## config.mk

```make
export PLATFORM = sky130hd
export DESIGN_NAME = grain_median3x3
export DESIGN_NICKNAME = d
export VERILOG_FILES = /design/src/rtl/grain_median3x3.sv
export SDC_FILE = /design/constraint.sdc
export NUM_CORES = 2
export LEC_CHECK = 0
export BUFFER_PORTS_ARGS = -buffer_cell sky130_fd_sc_hd__buf_2
export CAP_MARGIN = 20
export CORE_ASPECT_RATIO = 1.75
export CORE_MARGIN = 1.5
export CORE_UTILIZATION = 50
export CTS_BUF_LIST = sky130_fd_sc_hd__clkbuf_16
export CTS_CLUSTER_SIZE = 25
export DETAILED_ROUTE_END_ITERATION = 6
export PLACE_DENSITY = 0.61
export SLEW_MARGIN = 20
export SYNTH_ARGS = -nofsm -noshare
export SYNTH_HDL_FRONTEND = slang
export SYNTH_SLANG_ARGS = --single-unit
```

## constraint.sdc

```tcl
create_clock -name clk -period 12 [get_ports clk]
set_input_delay 1.2 -clock clk [delete_from_list [all_inputs] [get_ports clk]]
set_output_delay 1.2 -clock clk [all_outputs]
set_load 0.01 [all_outputs]
```

## src/rtl/grain_median3x3.sv

```systemverilog
// Streaming 3x3 median filter: two line buffers feed a sliding 3x3 window,
// and a 3-stage compare network emits one median per interior pixel.
module grain_median3x3 #(
    parameter int IMG_W = 223,
    parameter int IMG_H = 223,
    parameter int DW    = 8
) (
    input  logic          clk,
    input  logic          rst,
    input  logic          in_valid,
    input  logic [DW-1:0] in_data,
    input  logic          in_sof,
    output logic          out_valid,
    output logic [DW-1:0] out_data,
    output logic [7:0]    out_row,
    output logic [7:0]    out_col,
    output logic          frame_done
);

    localparam int CW = $clog2(IMG_W);
    localparam int RW = $clog2(IMG_H);

    logic [CW-1:0] col_cnt;
    logic [RW-1:0] row_cnt;
    logic [CW-1:0] cur_col;
    logic [RW-1:0] cur_row;
    logic          at_origin;
    logic          flush;
    logic          win_done;

    logic [DW-1:0] linebuf1 [IMG_W];
    logic [DW-1:0] linebuf2 [IMG_W];
    logic [DW-1:0] lb1_rd;
    logic [DW-1:0] lb2_rd;

    // win[row][col]: row 0 is the oldest line (r-2), col 2 is the newest column
    logic [DW-1:0] win [3][3];
    logic          win_valid;
    logic [7:0]    win_row;
    logic [7:0]    win_col;

    logic [DW-1:0] s1_lo  [3];
    logic [DW-1:0] s1_mid [3];
    logic [DW-1:0] s1_hi  [3];
    logic          s1_valid;
    logic [7:0]    s1_row;
    logic [7:0]    s1_col;

    logic [DW-1:0] s2_a;
    logic [DW-1:0] s2_b;
    logic [DW-1:0] s2_c;
    logic          s2_valid;
    logic [7:0]    s2_row;
    logic [7:0]    s2_col;

    function automatic logic [DW-1:0] min2(input logic [DW-1:0] a, input logic [DW-1:0] b);
        return (a < b) ? a : b;
    endfunction

    function automatic logic [DW-1:0] max2(input logic [DW-1:0] a, input logic [DW-1:0] b);
        return (a < b) ? b : a;
    endfunction

    function automatic logic [DW-1:0] min3(input logic [DW-1:0] a, input logic [DW-1:0] b,
                                           input logic [DW-1:0] c);
        return min2(min2(a, b), c);
    endfunction

    function automatic logic [DW-1:0] max3(input logic [DW-1:0] a, input logic [DW-1:0] b,
                                           input logic [DW-1:0] c);
        return max2(max2(a, b), c);
    endfunction

    function automatic logic [DW-1:0] med3(input logic [DW-1:0] a, input logic [DW-1:0] b,
                                           input logic [DW-1:0] c);
        return max2(min2(a, b), min2(max2(a, b), c));
    endfunction

    // A start-of-frame arriving exactly at (0,0) is the natural start of a
    // back-to-back frame, so it must not kill the previous frame's tail.
    always_comb begin
        at_origin = (col_cnt == '0) && (row_cnt == '0);
        flush     = in_valid && in_sof && !at_origin;
        cur_col   = in_sof ? '0 : col_cnt;
        cur_row   = in_sof ? '0 : row_cnt;
        win_done  = in_valid && !in_sof && (row_cnt >= RW'(2)) && (col_cnt >= CW'(2));
        lb1_rd    = linebuf1[cur_col];
        lb2_rd    = linebuf2[cur_col];
    end

    always_ff @(posedge clk) begin
        if (rst) begin
            col_cnt <= '0;
            row_cnt <= '0;
        end else if (in_valid) begin
            if (cur_col == CW'(IMG_W - 1)) begin
                col_cnt <= '0;
                row_cnt <= (cur_row == RW'(IMG_H - 1)) ? '0 : cur_row + 1'b1;
            end else begin
                col_cnt <= cur_col + 1'b1;
                row_cnt <= cur_row;
            end
        end
    end

    // Storage needs no reset: rows 0 and 1 of every frame rewrite it before use
    always_ff @(posedge clk) begin
        if (in_valid) begin
            linebuf1[cur_col] <= in_data;
            linebuf2[cur_col] <= lb1_rd;
            for (int r = 0; r < 3; r++) begin
                win[r][0] <= win[r][1];
                win[r][1] <= win[r][2];
            end
            win[0][2] <= lb2_rd;
            win[1][2] <= lb1_rd;
            win[2][2] <= in_data;
        end
    end

    always_ff @(posedge clk) begin
        if (rst || flush) begin
            win_valid <= 1'b0;
            s1_valid  <= 1'b0;
            s2_valid  <= 1'b0;
            out_valid <= 1'b0;
        end else begin
            win_valid <= win_done;
            s1_valid  <= win_valid;
            s2_valid  <= s1_valid;
            out_valid <= s2_valid;
        end
    end

    always_ff @(posedge clk) begin
        win_row <= 8'(row_cnt) - 8'd1;
        win_col <= 8'(col_cnt) - 8'd1;
        s1_row  <= win_row;
        s1_col  <= win_col;
        s2_row  <= s1_row;
        s2_col  <= s1_col;
        for (int k = 0; k < 3; k++) begin
            s1_lo[k]  <= min3(win[0][k], win[1][k], win[2][k]);
            s1_mid[k] <= med3(win[0][k], win[1][k], win[2][k]);
            s1_hi[k]  <= max3(win[0][k], win[1][k], win[2][k]);
        end
        s2_a <= max3(s1_lo[0], s1_lo[1], s1_lo[2]);
        s2_b <= med3(s1_mid[0], s1_mid[1], s1_mid[2]);
        s2_c <= min3(s1_hi[0], s1_hi[1], s1_hi[2]);
    end

    always_ff @(posedge clk) begin
        if (rst) begin
            out_data <= '0;
            out_row  <= '0;
            out_col  <= '0;
        end else if (s2_valid) begin
            out_data <= med3(s2_a, s2_b, s2_c);
            out_row  <= s2_row;
            out_col  <= s2_col;
        end
    end

    always_ff @(posedge clk) begin
        if (rst) begin
            frame_done <= 1'b0;
        end else begin
            frame_done <= out_valid && (out_row == 8'(IMG_H - 2)) && (out_col == 8'(IMG_W - 2));
        end
    end

endmodule

```

==> flow_metrics.tcl <==
set metrics [dict create \
    insertion_delay_ps 920 \
    fin_worst_skew_ps 50.9 \
    post-synth-top-area-cell "sky130_fd_sc_hd__edfxtp_1" \
    antenna_found_initial 32 \
    cts_max_path_buffers 4 \
    wl_mm 508 \
    design.portCount 38 \
    hold_path_depth 0 \
    fin_crit_ps 7410 \
    multiInputGateArea_sq_um 39600 \
    power.density_nw_per_um2 173 \
    post_cts.repair.setup_buffers 0 \
    worst_setup_hold_path_clk_slew_ps 70 \
    synthDominantCellAreaShare_pct 70.0 \
    routabilityCongestion 0.930 \
    synth.area.top_cells "sky130_fd_sc_hd__edfxtp_1 70%, sky130_fd_sc_hd__nand2_1 4.8%, sky130_fd_sc_hd__a211oi_1 3.2%" \
    synth_area_per_cell_sq_um 14.1 \
    drv_cap 0 \
    holdCritPathClass "reg -> reg" \
    irDropWorstVdd_mv 0.189 \
    vias 98792 \
    synth_edf_count 3640 \
    placed_area_sq_um 163000 \
    placementRows 271 \
    detailedRoute.firstIterationViolations 10818 \
    dr_wl_cell_um 32.7 \
    seq_area_frac_synth_pct 72.4 \
    drive_above_1_share_pct 11.4 \
    fillCellCount 24444 \
    core_area_sq_um 311000 \
    tightest_slew_ps 1260 \
    clock_tree_from_tritoncts "done" \
    finalHoldViolations 0 \
    worst_ep_required_time_ps 12810 \
    grt_max_degree 158 \
    yosys.cell_types.count 103 \
    reg2reg_depth 19 \
    postSynth.asyncResetShare_pct 0 \
    ys_ff_latch 3829 \
    synth_flop_cell "sky130_fd_sc_hd__edfxtp_1" \
    first_pass_grt_wire_length_mm 710 \
    timing_worst_setup_path_type "reg -> reg" \
    worst_setup_path_end_kind "flop" \
    fin_area_sq_um 173000 \
    finalNetCount 11301 \
    critical_path.max_fanout 24 \
    post_drt_via_cell_ratio 6.37 \
    vias_in_the_first_global_route 96496 \
    yosys_warnings 0 \
    cts.root.buffer_cell "sky130_fd_sc_hd__clkbuf_16" \
    die_h_um 742 \
    data_arrival_time_of_the_critical_path_ps 8220 \
    grt_use_total_pct 31.6 \
    design.die.area_sq_um 316000 \
    post-dp-hpwl_mm 309 \
    initial_core_util_pct 50.2 \
    clock-sinks 3829 \
    final.period_utilization_pct 61.7 \
    design_power_total_mw 29.9 \
    syn_nets 11229 \
    io_buffer_count 37 \
    post_synth_instance_area_sq_um 156000 \
    register_area_sq_um 113000 \
    max_clock_freq_mhz 135 \
    area_delta_synth_final_pct 11.0 \
    worst_setup_path_start_kind "flop" \
    ctsHtreeMaxLevel 5 \
    dr_drc_count 0 \
    setup_tns_ps 0 \
    globalRouteOverflowTotal 0 \
    slew_viol_final 0 \
    post_synthesis_instance_total 11053 \
    resize_count_post_cts 0 \
    outcome "complete, no violations" \
    drt_pre_antenna_iters 7 \
    relSlewSlack_pct 15.4 \
    ctsHoldBuffers 0 \
    dieWidth_um 426 \
    setup_viol_count_final 0 \
    antenna_violating_nets_post_route 0 \
    rsz_0062_raised_after_global_routing "false" \
    tritoncts.num_buffers 338 \
    power_leakage_nw 56.8 \
]
==> worst max-delay path: stages (launching register included) <==
cell	delay (ps)
sky130_fd_sc_hd__dfxtp_1	350
sky130_fd_sc_hd__inv_1	70
sky130_fd_sc_hd__ha_1	280
sky130_fd_sc_hd__a21oi_1	290
sky130_fd_sc_hd__o21ai_0	190
sky130_fd_sc_hd__a2111o_1	460
sky130_fd_sc_hd__nand2_1	590
sky130_fd_sc_hd__mux2_2	430
sky130_fd_sc_hd__ha_1	290
sky130_fd_sc_hd__a211o_1	360
sky130_fd_sc_hd__a2111oi_0	680
sky130_fd_sc_hd__a31oi_2	430
sky130_fd_sc_hd__mux2i_1	330
sky130_fd_sc_hd__ha_1	280
sky130_fd_sc_hd__a211oi_1	700
sky130_fd_sc_hd__a21boi_0	500
sky130_fd_sc_hd__o31a_1	220
sky130_fd_sc_hd__a31oi_2	140
sky130_fd_sc_hd__nand2b_1	430
sky130_fd_sc_hd__o21ai_0	260
==> through the flow <==
step / hold WS (ps) / worst slack [ps] / cells / util (%)
final: 326 / 4590 / 15518 / 55.8
after global routing: 332 / 4600 / 15507 / 55.8
after CTS: 325 / 4800 / 15474 / 55.7
after detailed placement: 312 / 4080 / 14879 / 52.3
after global placement: 310 / 4090 / 14876 / 52.2
after floorplan: 310 / 853 / 11053 / -
==> Yosys cell counts, drive strengths merged, types with 10 or more instances <==
| cell | n |
|---|---|
| a221oi | 16 |
| or3 | 10 |
| o41ai | 29 |
| a32o | 16 |
| nand2 | 2003 |
| inv | 147 |
| a2111oi | 16 |
| nor2b | 575 |
| nor2 | 323 |
| o21a | 17 |
| mux2 | 140 |
| nor4 | 94 |
| a211oi | 672 |
| dfxtp | 189 |
| mux2i | 382 |
| ha | 164 |
| a21oi | 216 |
| a311oi | 519 |
| o21ai | 147 |
| nand4 | 18 |
| o22ai | 47 |
| nand2b | 25 |
| nor3b | 14 |
| o211ai | 10 |
| o221ai | 10 |
| and2 | 13 |
| o31ai | 12 |
| edfxtp | 3640 |
| and3 | 75 |
| a31oi | 265 |
| clkbuf | 204 |
| nand3 | 281 |
| buf | 568 |
| a21o | 22 |
| nor3 | 34 |
==> logic make-up (layout without fill, tap and decap cells) <==
| family | count (synthesis) | after routing | synth area share (%) |
|---|---|---|---|
| multiplexers | 524 | 524 | 3.49 |
| other | 0 | 43 | 0 |
| AO/OA/AOI/OAI | 2088 | 2088 | 9.85 |
| adder cells (fa/ha/maj) | 164 | 164 | 1.31 |
| flip-flops | 3829 | 3829 | 72.4 |
| buffers and inverters | 920 | 1247 | 2.71 |
| XOR/XNOR | 13 | 13 | 0.0729 |
| AND/OR/NAND/NOR | 3515 | 3515 | 10.2 |
==> layout by cell type, fill, tap and decap left out, drive strengths merged, types with 22 or more instances in the layout <==
master | netlist | layout
o21ai | 147 | 147
a31oi | 265 | 265
inv | 147 | 226
diode | 0 | 43
a211oi | 672 | 672
nand2b | 25 | 25
nand3 | 281 | 281
nor4 | 94 | 94
nor3 | 34 | 34
nand2 | 2003 | 2003
clkbuf | 204 | 356
a21o | 22 | 22
nor2b | 575 | 575
a21oi | 216 | 216
mux2i | 382 | 382
mux2 | 140 | 140
clkinv | 1 | 124
nor2 | 323 | 323
o41ai | 29 | 29
dfxtp | 189 | 189
buf | 568 | 498
edfxtp | 3640 | 3640
and3 | 75 | 75
ha | 164 | 164
bufinv | 0 | 33
o22ai | 47 | 47
a311oi | 519 | 519
==> worst paths after layout <==
path	startpoint	to	slack [ps]
hold reg to reg	s1_row[7]	s2_row[7]	330
hold / removal	s1_row[7]	s2_row[7]	330
setup reg to reg	s2_b[2]	out_data[1]	4590
setup / recovery	s2_b[2]	out_data[1]	4590
==> registers in the layout (all words and copies together), names as in the netlist, 8 cells and up <==
signal,count
col_cnt,8
linebuf1,1784
linebuf2,1784
out_col,8
out_data,8
out_row,8
row_cnt,8
s1_col,8
s1_hi,24
s1_lo,24
s1_mid,24
s1_row,8
s2_a,8
s2_b,8
s2_c,8
s2_col,8
s2_row,8
win,72
win_col,8
win_row,8
==> final cells by class <==
class	instances	area share, %
flip-flops and latches	3829	65.2
multi-input cells	6304	22.8
clock buffers	351	5.06
well taps	4095	2.95
repair buffers	504	2.38
clock inverters	244	1.16
inverters	148	0.329
diodes	43	0.0620
==> power by group <==
part / leakage [nW] / total (mW) / switching [mW] / internal [mW]
registers: 34.4 / 15.1 / 0.205 / 14.9
clock network: 5.53 / 10.9 / 4.85 / 6.01
logic: 16.9 / 3.97 / 2.68 / 1.29
total: 56.8 / 29.9 / 7.73 / 22.2
==> metal layers <==
metal  global-route usage, %  wire (um)
met1                    35.0     168000
met2                    54.2     254000
met3                    4.80      38300
met4                    25.2      47100
met5                       0         78
No activity file was read; power rests on OpenSTA's default activity.
